[src/rtl/fetch_sequencer_pkg.sv]
// Shared state encoding, EBREAK opcode and default watchdog sizing for the fetch sequencer.
package fetch_seq_pkg;

  typedef enum logic [2:0] {
    ST_IDLE  = 3'd0,
    ST_REQ   = 3'd1,
    ST_ISSUE = 3'd2,
    ST_EXEC  = 3'd3,
    ST_HALT  = 3'd4,
    ST_ERROR = 3'd5
  } state_t;

  localparam logic [31:0] EBREAK_INSTR    = 32'h0010_0073;
  localparam int          DEF_ACK_TIMEOUT = 16;
  localparam int          DEF_TW_W        = 5;

endpackage

[src/rtl/fetch_sequencer_ack_watchdog.sv]
// imem acknowledge watchdog: counts REQ cycles and flags the last cycle allowed before timeout.
module fetch_ack_watchdog
  import fetch_seq_pkg::*;
#(
  parameter int ACK_TIMEOUT = DEF_ACK_TIMEOUT,
  parameter int TW_W        = DEF_TW_W
) (
  input  logic clk,
  input  logic rst,
  input  logic clr,
  input  logic en,
  output logic expire
);

  logic [TW_W-1:0] count;

  always_ff @(posedge clk or posedge rst) begin
    if (rst)
      count <= '0;
    else if (clr)
      count <= '0;
    else if (en)
      count <= count + 1'b1;
  end

  assign expire = (count == TW_W'(ACK_TIMEOUT - 1));

endmodule

[src/rtl/fetch_sequencer.sv]
// Fetch sequencer: imem request, issue, execute wait and IFU PC load, with ack watchdog and retire count.
// Optional EBREAK halt detection is enabled by defining FETCH_HALT_DETECT_EN.
//
// state    | meaning
// IDLE     | waiting for start_FS
// REQ      | imem_req_FS high, waiting for imem_ack_FS (watchdog running)
// ISSUE    | instruction latched, instr_valid_FS pulsed
// EXEC     | waiting for exec_done_FS, then load PC
// HALT     | EBREAK seen (halt detect build only), stuck until reset
// ERROR    | imem ack timeout, stuck until reset
module fetch_sequencer
  import fetch_seq_pkg::*;
#(
  parameter int ACK_TIMEOUT = DEF_ACK_TIMEOUT,
  parameter int TW_W        = DEF_TW_W,
  parameter int CNT_W       = 32
) (
  input  logic             clk_FS,
  input  logic             areset_FS,
  input  logic             start_FS,
  output logic             imem_req_FS,
  input  logic             imem_ack_FS,
  input  logic [31:0]      imem_rdata_FS,
  output logic [31:0]      instr_FS,
  output logic             instr_valid_FS,
  input  logic             exec_done_FS,
  input  logic             branch_taken_FS,
  output logic             load_FS,
  output logic             PCSrc_FS,
  output logic             halt_FS,
  output logic             err_FS,
  output logic [CNT_W-1:0] ret_cnt_FS
);

  state_t state;
  logic   wd_clr;
  logic   wd_en;
  logic   wd_expire;

  assign wd_en  = (state == ST_REQ);
  assign wd_clr = ((state == ST_IDLE) && start_FS) || ((state == ST_EXEC) && exec_done_FS);

  fetch_ack_watchdog #(
    .ACK_TIMEOUT(ACK_TIMEOUT),
    .TW_W       (TW_W)
  ) u_watchdog (
    .clk   (clk_FS),
    .rst   (areset_FS),
    .clr   (wd_clr),
    .en    (wd_en),
    .expire(wd_expire)
  );

  // Combinational so the IFU updates its PC on the same edge that retires the instruction.
  assign load_FS  = (state == ST_EXEC) && exec_done_FS;
  assign PCSrc_FS = load_FS && branch_taken_FS;

`ifndef FETCH_HALT_DETECT_EN
  assign halt_FS = 1'b0;
`endif

  always_ff @(posedge clk_FS or posedge areset_FS) begin
    if (areset_FS) begin
      state          <= ST_IDLE;
      imem_req_FS    <= 1'b0;
      instr_valid_FS <= 1'b0;
      err_FS         <= 1'b0;
      instr_FS       <= '0;
      ret_cnt_FS     <= '0;
`ifdef FETCH_HALT_DETECT_EN
      halt_FS        <= 1'b0;
`endif
    end else begin
      instr_valid_FS <= 1'b0;
      case (state)
        ST_IDLE: begin
          if (start_FS) begin
            state       <= ST_REQ;
            imem_req_FS <= 1'b1;
          end
        end
        ST_REQ: begin
          // Ack takes priority over a timeout landing in the same cycle.
          if (imem_ack_FS) begin
            instr_FS       <= imem_rdata_FS;
            state          <= ST_ISSUE;
            imem_req_FS    <= 1'b0;
            instr_valid_FS <= 1'b1;
          end else if (wd_expire) begin
            state       <= ST_ERROR;
            imem_req_FS <= 1'b0;
            err_FS      <= 1'b1;
          end
        end
        ST_ISSUE: begin
`ifdef FETCH_HALT_DETECT_EN
          if (instr_FS == EBREAK_INSTR) begin
            state   <= ST_HALT;
            halt_FS <= 1'b1;
          end else begin
            state <= ST_EXEC;
          end
`else
          state <= ST_EXEC;
`endif
        end
        ST_EXEC: begin
          if (exec_done_FS) begin
            ret_cnt_FS  <= ret_cnt_FS + CNT_W'(1);
            state       <= ST_REQ;
            imem_req_FS <= 1'b1;
          end
        end
        ST_HALT, ST_ERROR: begin
        end
        default: begin
          state       <= ST_IDLE;
          imem_req_FS <= 1'b0;
        end
      endcase
    end
  end

endmodule

[config.mk]
export PLATFORM = sky130hd
export DESIGN_NAME = fetch_sequencer
export DESIGN_NICKNAME = d
export VERILOG_FILES = /design/src/rtl/fetch_sequencer_pkg.sv /design/src/rtl/fetch_sequencer_ack_watchdog.sv /design/src/rtl/fetch_sequencer.sv
export SDC_FILE = /design/constraint.sdc
export NUM_CORES = 1
export LEC_CHECK = 0
export CORE_UTILIZATION = 40
export DETAILED_ROUTE_END_ITERATION = 8
export GPL_TIMING_DRIVEN = 0
export PLACE_DENSITY = 0.78
export REMOVE_ABC_BUFFERS = 1
export SYNTH_ARGS = -nofsm -noshare
export SYNTH_HDL_FRONTEND = slang
export SYNTH_SLANG_ARGS = --single-unit
[constraint.sdc]
create_clock -name clk_FS -period 3.3 [get_ports clk_FS]
set_input_delay 0.33 -clock clk_FS [delete_from_list [all_inputs] [get_ports clk_FS]]
set_output_delay 0.33 -clock clk_FS [all_outputs]
set_load 0.01 [all_outputs]
# After elaboration in Yosys (flattened, before gate mapping)
# Cells that the tools add are included.
dict set report totals {
  in_bits 38
  ram_bits 0
  latchBits 0
  ff_bits 75
  mem_count 0
  word_cells 48
  mem_bits_ro 0
}
dict set report op_classes {
  n_addsub 2
  n_mux 14
  shift 0
  bitwise_logic 3
  eq_ne 9
  n_lt_le_gt_ge 0
  div_mod_pow 0
  mul 0
  reduce_logical 13
}
# cell count
set ops {}
lappend ops {{32-bit by 1-bit adder with 32-bit output (second input constant)} 1}
lappend ops {{3-bit one-hot mux with 5 select lines} 1}
lappend ops {{3-bit 2-to-1 mux} 4}
lappend ops {{5-bit 2-to-1 mux} 2}
lappend ops {{4-bit AND reduction} 2}
lappend ops {{3-bit by 2-bit equality test with 1-bit output (second input constant)} 2}
lappend ops {{3-bit equality test (second input constant)} 2}
lappend ops {{1-bit 2-to-1 mux} 6}
lappend ops {{5-bit by 1-bit adder with 5-bit output (second input constant)} 1}
lappend ops {{5-bit by 4-bit equality test with 1-bit output (second input constant)} 1}
lappend ops {{2-bit inequality test (second input constant)} 2}
lappend ops {{1-bit one-hot mux with 4 select lines} 1}
lappend ops {{2-bit AND reduction} 2}
lappend ops {{3-bit by 1-bit equality test with 1-bit output (second input constant)} 1}
lappend ops {{1-bit logical AND} 3}
lappend ops {{3-bit zero test} 1}
lappend ops {{3-bit inequality test (second input constant)} 1}
lappend ops {{1-bit inverter} 3}
lappend ops {{3-bit AND reduction} 1}
lappend ops {{3-bit OR reduction} 1}
lappend ops {{2-bit nonzero test} 1}
lappend ops {{2-bit OR reduction} 1}
lappend ops {{1-bit logical OR} 1}

# Depth between registers and ports, before layout
dict set report depth {
  depth_word 4
  depth_mapped 7
  mapped_depth_nobuf 7
}

# By module
# From an unflattened synthesis, not the netlist that was laid out.
dict set report hier_totals {
  cells_unflattened 258
  area_unflattened_um2 3284.4
}
# mod area_per_inst_um2 cells_each n_inst seq_area_each_um2
set modules_own_cells {}
lappend modules_own_cells {fetch_sequencer 3001.6 234 1 1751.7}
lappend modules_own_cells {fetch_ack_watchdog 282.8 24 1 125.1}

# Worst setup path before layout
# Ideal clock, no wire load.
dict set report synth_timing {
  path_type {register to register}
  from {reg state[2]}
  to {reg instr_FS[0]}
  t_arrival_ps 1750
  stages_incl_launch_ff 7
  setup_slack_ps 1425
  t_required_ps 3175
  setup_time_ps 125
  n_path_buf 3
  path_cell_list {dfrtp_1 > clkbuf_1 > nor3b_2 > and2_1 > buf_2 > buf_4 > mux2_2}
}
dict set report synth_via {
  elab_chain_len 2
}
# item line
set synth_lines {}
lappend synth_lines {{start: declaration} fetch_sequencer.sv:35} ;# state_t state;
lappend synth_lines {{start signal: assignment} fetch_sequencer.sv:64} ;# state <= ST_IDLE;
lappend synth_lines {{start signal: assignment} fetch_sequencer.sv:78} ;# state <= ST_REQ;
lappend synth_lines {{start signal: assignment} fetch_sequencer.sv:86} ;# state <= ST_ISSUE;
lappend synth_lines {{3-bit by 1-bit equality test with 1-bit output} fetch_sequencer.sv:75} ;# case (state)
lappend synth_lines {{2-bit AND reduction (no source line)} -}
lappend synth_lines {{end signal: assignment} fetch_sequencer.sv:85} ;# instr_FS <= imem_rdata_FS;
lappend synth_lines {{end: declaration} fetch_sequencer.sv:24} ;# output logic [31:0] instr_FS,
# Every way passes these cells.
# A chain may end at the register's enable or synchronous reset.

# Worst setup path after layout
dict set report layout_timing {
  from {reg state[2]}
  to {out PCSrc_FS}
}
dict set report layout_via {
  elab_chain_len 3
}
# item line
set layout_lines {}
lappend layout_lines {{3-bit by 2-bit equality test with 1-bit output} fetch_sequencer.sv:55} ;# assign load_FS = (state == ST_EXEC) && exec_done_FS;
lappend layout_lines {{1-bit logical AND} fetch_sequencer.sv:55}
lappend layout_lines {{1-bit logical AND} fetch_sequencer.sv:56} ;# assign PCSrc_FS = load_FS && branch_taken_FS;
lappend layout_lines {{end: declaration} fetch_sequencer.sv:29} ;# output logic PCSrc_FS,
# Every way passes these cells.

==> impl_metrics.env <==
export IMPL_track_usage_pct=16.86
export IMPL_path_cells="nand4b_2, inv_1, and2_1, clkdlybuf4s50_1"
export IMPL_clockPowerShare_pct=20.8
export IMPL_dp_slack_ps=421.2
export IMPL_antenna_found_initial=0
export IMPL_fin_skew_ps=9.799
export IMPL_cts_tree="built"
export IMPL_power_density_mw_per_mm2=712.4
export IMPL_vdd_ir_drop_max_v=0.0002627
export IMPL_cts_buffers=9
export IMPL_yosys_cell_count_top_type="dfrtp_1"
export IMPL_r2r_cells=3
export IMPL_final_setup_viol_count=0
export IMPL_grt_max_degree=65
export IMPL_setup_tns_ps=0
export IMPL_min_period_ps=2452
export IMPL_status="complete, no violations"
export IMPL_critical_path_max_stage_delay_ps=530
export IMPL_avgSynthCellArea_sq_um=12.39
export IMPL_pin_count=108
export IMPL_h_tree_depth=3
export IMPL_instances_no_fill=480
export IMPL_r2r_setup_slack_ps=890
export IMPL_dp_hpwl_mm=4.995
export IMPL_synth_seq_cells=75
export IMPL_slowest_stage="clkdlybuf4s50_1"
export IMPL_fillers=645
export IMPL_async_flop_share_pct=100.0
export IMPL_num_rows=32
export IMPL_cp_required_ps=2970
export IMPL_grt_pass1_wl_mm=11.35
export IMPL_die_area_sq_mm=0.008578
export IMPL_netlist_top_cells_area="dfrtp_1, mux2_2, xnor2_1"
export IMPL_die_h_um=92.62
export IMPL_r2r_start="state[0]"
export IMPL_cp_max_fo=8
export IMPL_start_util_pct=41.85
export IMPL_maxSlewHeadroom_pct=33.32
export IMPL_core_area_sq_mm=0.007848
export IMPL_synth_commonest_cells="dfrtp_1, mux2_2, nand2_1"
export IMPL_vias_per_cell=5.002
export IMPL_post_cts_repair_setup_buffers=0
export IMPL_cts_sinks=75
export IMPL_hold_viol_final=0
export IMPL_internal_power_mw=2.312
export IMPL_worst_slack_ps=847.8
export IMPL_diodes=0
export IMPL_leakage_nw=2.000
export IMPL_multi_input_area_sq_mm=0.001323
export IMPL_max_clock_path_buffers=2
export IMPL_seq_power_share_pct=42.0
export IMPL_synthToLayoutAreaGrowth_pct=41.10
export IMPL_cts_root_buffer="clkbuf_8"
export IMPL_combPwrFrac_pct=37.1
export IMPL_synth_edf_count=0
export IMPL_grt_remaining_overflow=0
export IMPL_drive_gt1_share_pct=16.14
export IMPL_clock_latency_ps=340
export IMPL_dp_cells=464
export IMPL_die_w_um=92.62
export IMPL_report_final_slew_viol_count=0
export IMPL_cap_violations=0
export IMPL_drtAntennaViolNets=0
export IMPL_grt_pass1_vias=2391
export IMPL_cts_repair_resized=0
export IMPL_yosysTopAreaCell="dfrtp_1"
export IMPL_wl_mm=6.851
export IMPL_wl_per_cell_um=14.27
export IMPL_fin_total_pwr_mw=3.302
export IMPL_reg2reg_to="instr_FS[6]"
export IMPL_max_freq_ghz=0.4078
export IMPL_synth_distinct_cells=39
export IMPL_synth_cells=265
export IMPL_hold_path_class="input port to async pin"
export IMPL_synthesis_area_sq_mm=0.003284
export IMPL_nets=414
export IMPL_drc=0
export IMPL_setup_worst_path_start="state[2]"
export IMPL_hold_buffers=0
export IMPL_ff_latch_area_sq_mm=0.001877
export IMPL_via_count=2401
export IMPL_p_sw_mw=0.9895
export IMPL_routabilityCongestion=0.7417
export IMPL_endpoint_kind="primary output"
export IMPL_ys_seq_area_share_pct=57.14
export IMPL_path_class="flip-flop to primary output"
export IMPL_crit_end="PCSrc_FS"
export IMPL_crit_path_start_kind="flip-flop"
export IMPL_tightest_slew_ps=991.0
export IMPL_first_pass_iters=5
export IMPL_synth_flop_cell="dfrtp_1"
export IMPL_cp_data_arrival_time_ps=2120
export IMPL_swShare_pct=29.97
export IMPL_rsz0062_at_grt="false"
export IMPL_path_clk_slew_ps=80
export IMPL_synth_top_cell_area_share_pct=57.14
export IMPL_portBuffers=106
export IMPL_drt_iter0_drc=67
export IMPL_yosysWarningCount=0
export IMPL_finalCritPeriodShare_pct=74.31
[kinds of logic (layout without fill, tap and decap cells)]
logic type | Yosys count | in the layout | share of synthesized area (%)
XOR/XNOR | 34 | 34 | 9.066
buffers and inverters | 16 | 129 | 2.628
other | 1 | 1 | 0.1142
flip-flops | 75 | 75 | 57.14
adder cells (fa/ha/maj) | 3 | 3 | 1.143
multiplexers | 33 | 33 | 11.28
AND/OR/NAND/NOR | 92 | 92 | 16.50
AO/OA/AOI/OAI | 11 | 11 | 2.133
[stage by stage]
step	utilization, %	cell area, sq um	hold slack (ps)
5_1_grt	59.06	4634	266.2
4_1_cts	59.04	4633	239.7
3_5_place_dp	56.57	4439	445.4
3_3_place_gp	56.19	4409	454.0
2_1_floorplan	-	3221	481.7
6_report	59.06	4634	251.8
[state kept, by name (all words and copies together), names as in the netlist]
signal and cells:
err_FS 1, imem_req_FS 1, instr_FS 32, instr_valid_FS 1, ret_cnt_FS 32, state 3, u_watchdog.count 5
[area by class of cell]
class | instances | area share, %
Sequential cell | 75 | 40.50
Tap cell | 102 | 2.754
Clock inverter | 5 | 1.134
Inverter | 6 | 0.5400
Timing Repair Buffer | 107 | 23.49
Clock buffer | 11 | 3.051
Multi-Input combinational cell | 174 | 28.54
[critical path: cells and delay by family (launching register included)]
family	cells	cell delay [ps]
buf+inv	2	790
simple gates	2	510
flops	1	480
[power groups by stage]
stage               registers (mW)  clock network [mW]  logic (mW)
CTS                           1.39               0.707        1.25
global route                  1.43               0.742        1.32
floorplan                     1.50                   0       0.486
global placement              1.39                   0        1.21
detailed placement            1.41                   0        1.24
finish                        1.39               0.688        1.23
[how the worst min path moves through the flow]
stage	startpoint	to	cells past startpoint
after global routing	areset_FS	instr_FS[21]	2
after detailed placement	err_FS	err_FS	1
after floorplan	imem_rdata_FS[0]	instr_FS[0]	1
after CTS	areset_FS	instr_FS[21]	2
final	areset_FS	instr_FS[21]	2
after global placement	err_FS	err_FS	1
[cells in the final DEF, fill, tap and decap left out, types with 3 or more instances in the layout]
| master | n |
|---|---|
| nor4_1 | 3 |
| a31oi_1 | 4 |
| xnor2_1 | 17 |
| mux2_2 | 32 |
| clkinv_2 | 3 |
| nor2_1 | 14 |
| xor2_1 | 17 |
| nand3_1 | 14 |
| and2_1 | 4 |
| nor4_2 | 5 |
| nor3_1 | 7 |
| and4_1 | 3 |
| inv_1 | 5 |
| and3_1 | 4 |
| clkdlybuf4s50_1 | 106 |
| dfrtp_1 | 75 |
| nand2_1 | 18 |
| nand4_1 | 8 |
| clkbuf_8 | 10 |
| ha_1 | 3 |
[routing by layer]
metal  vias up  routed length, um  GRT usage (%)
met5         -                  0              0
met4         0                103          6.923
met3        10                411          3.859
met2        72               3403          29.51
met1      1186               2932          19.91
li1       1133                  -              -
Power figures use the tool's default switching activity.
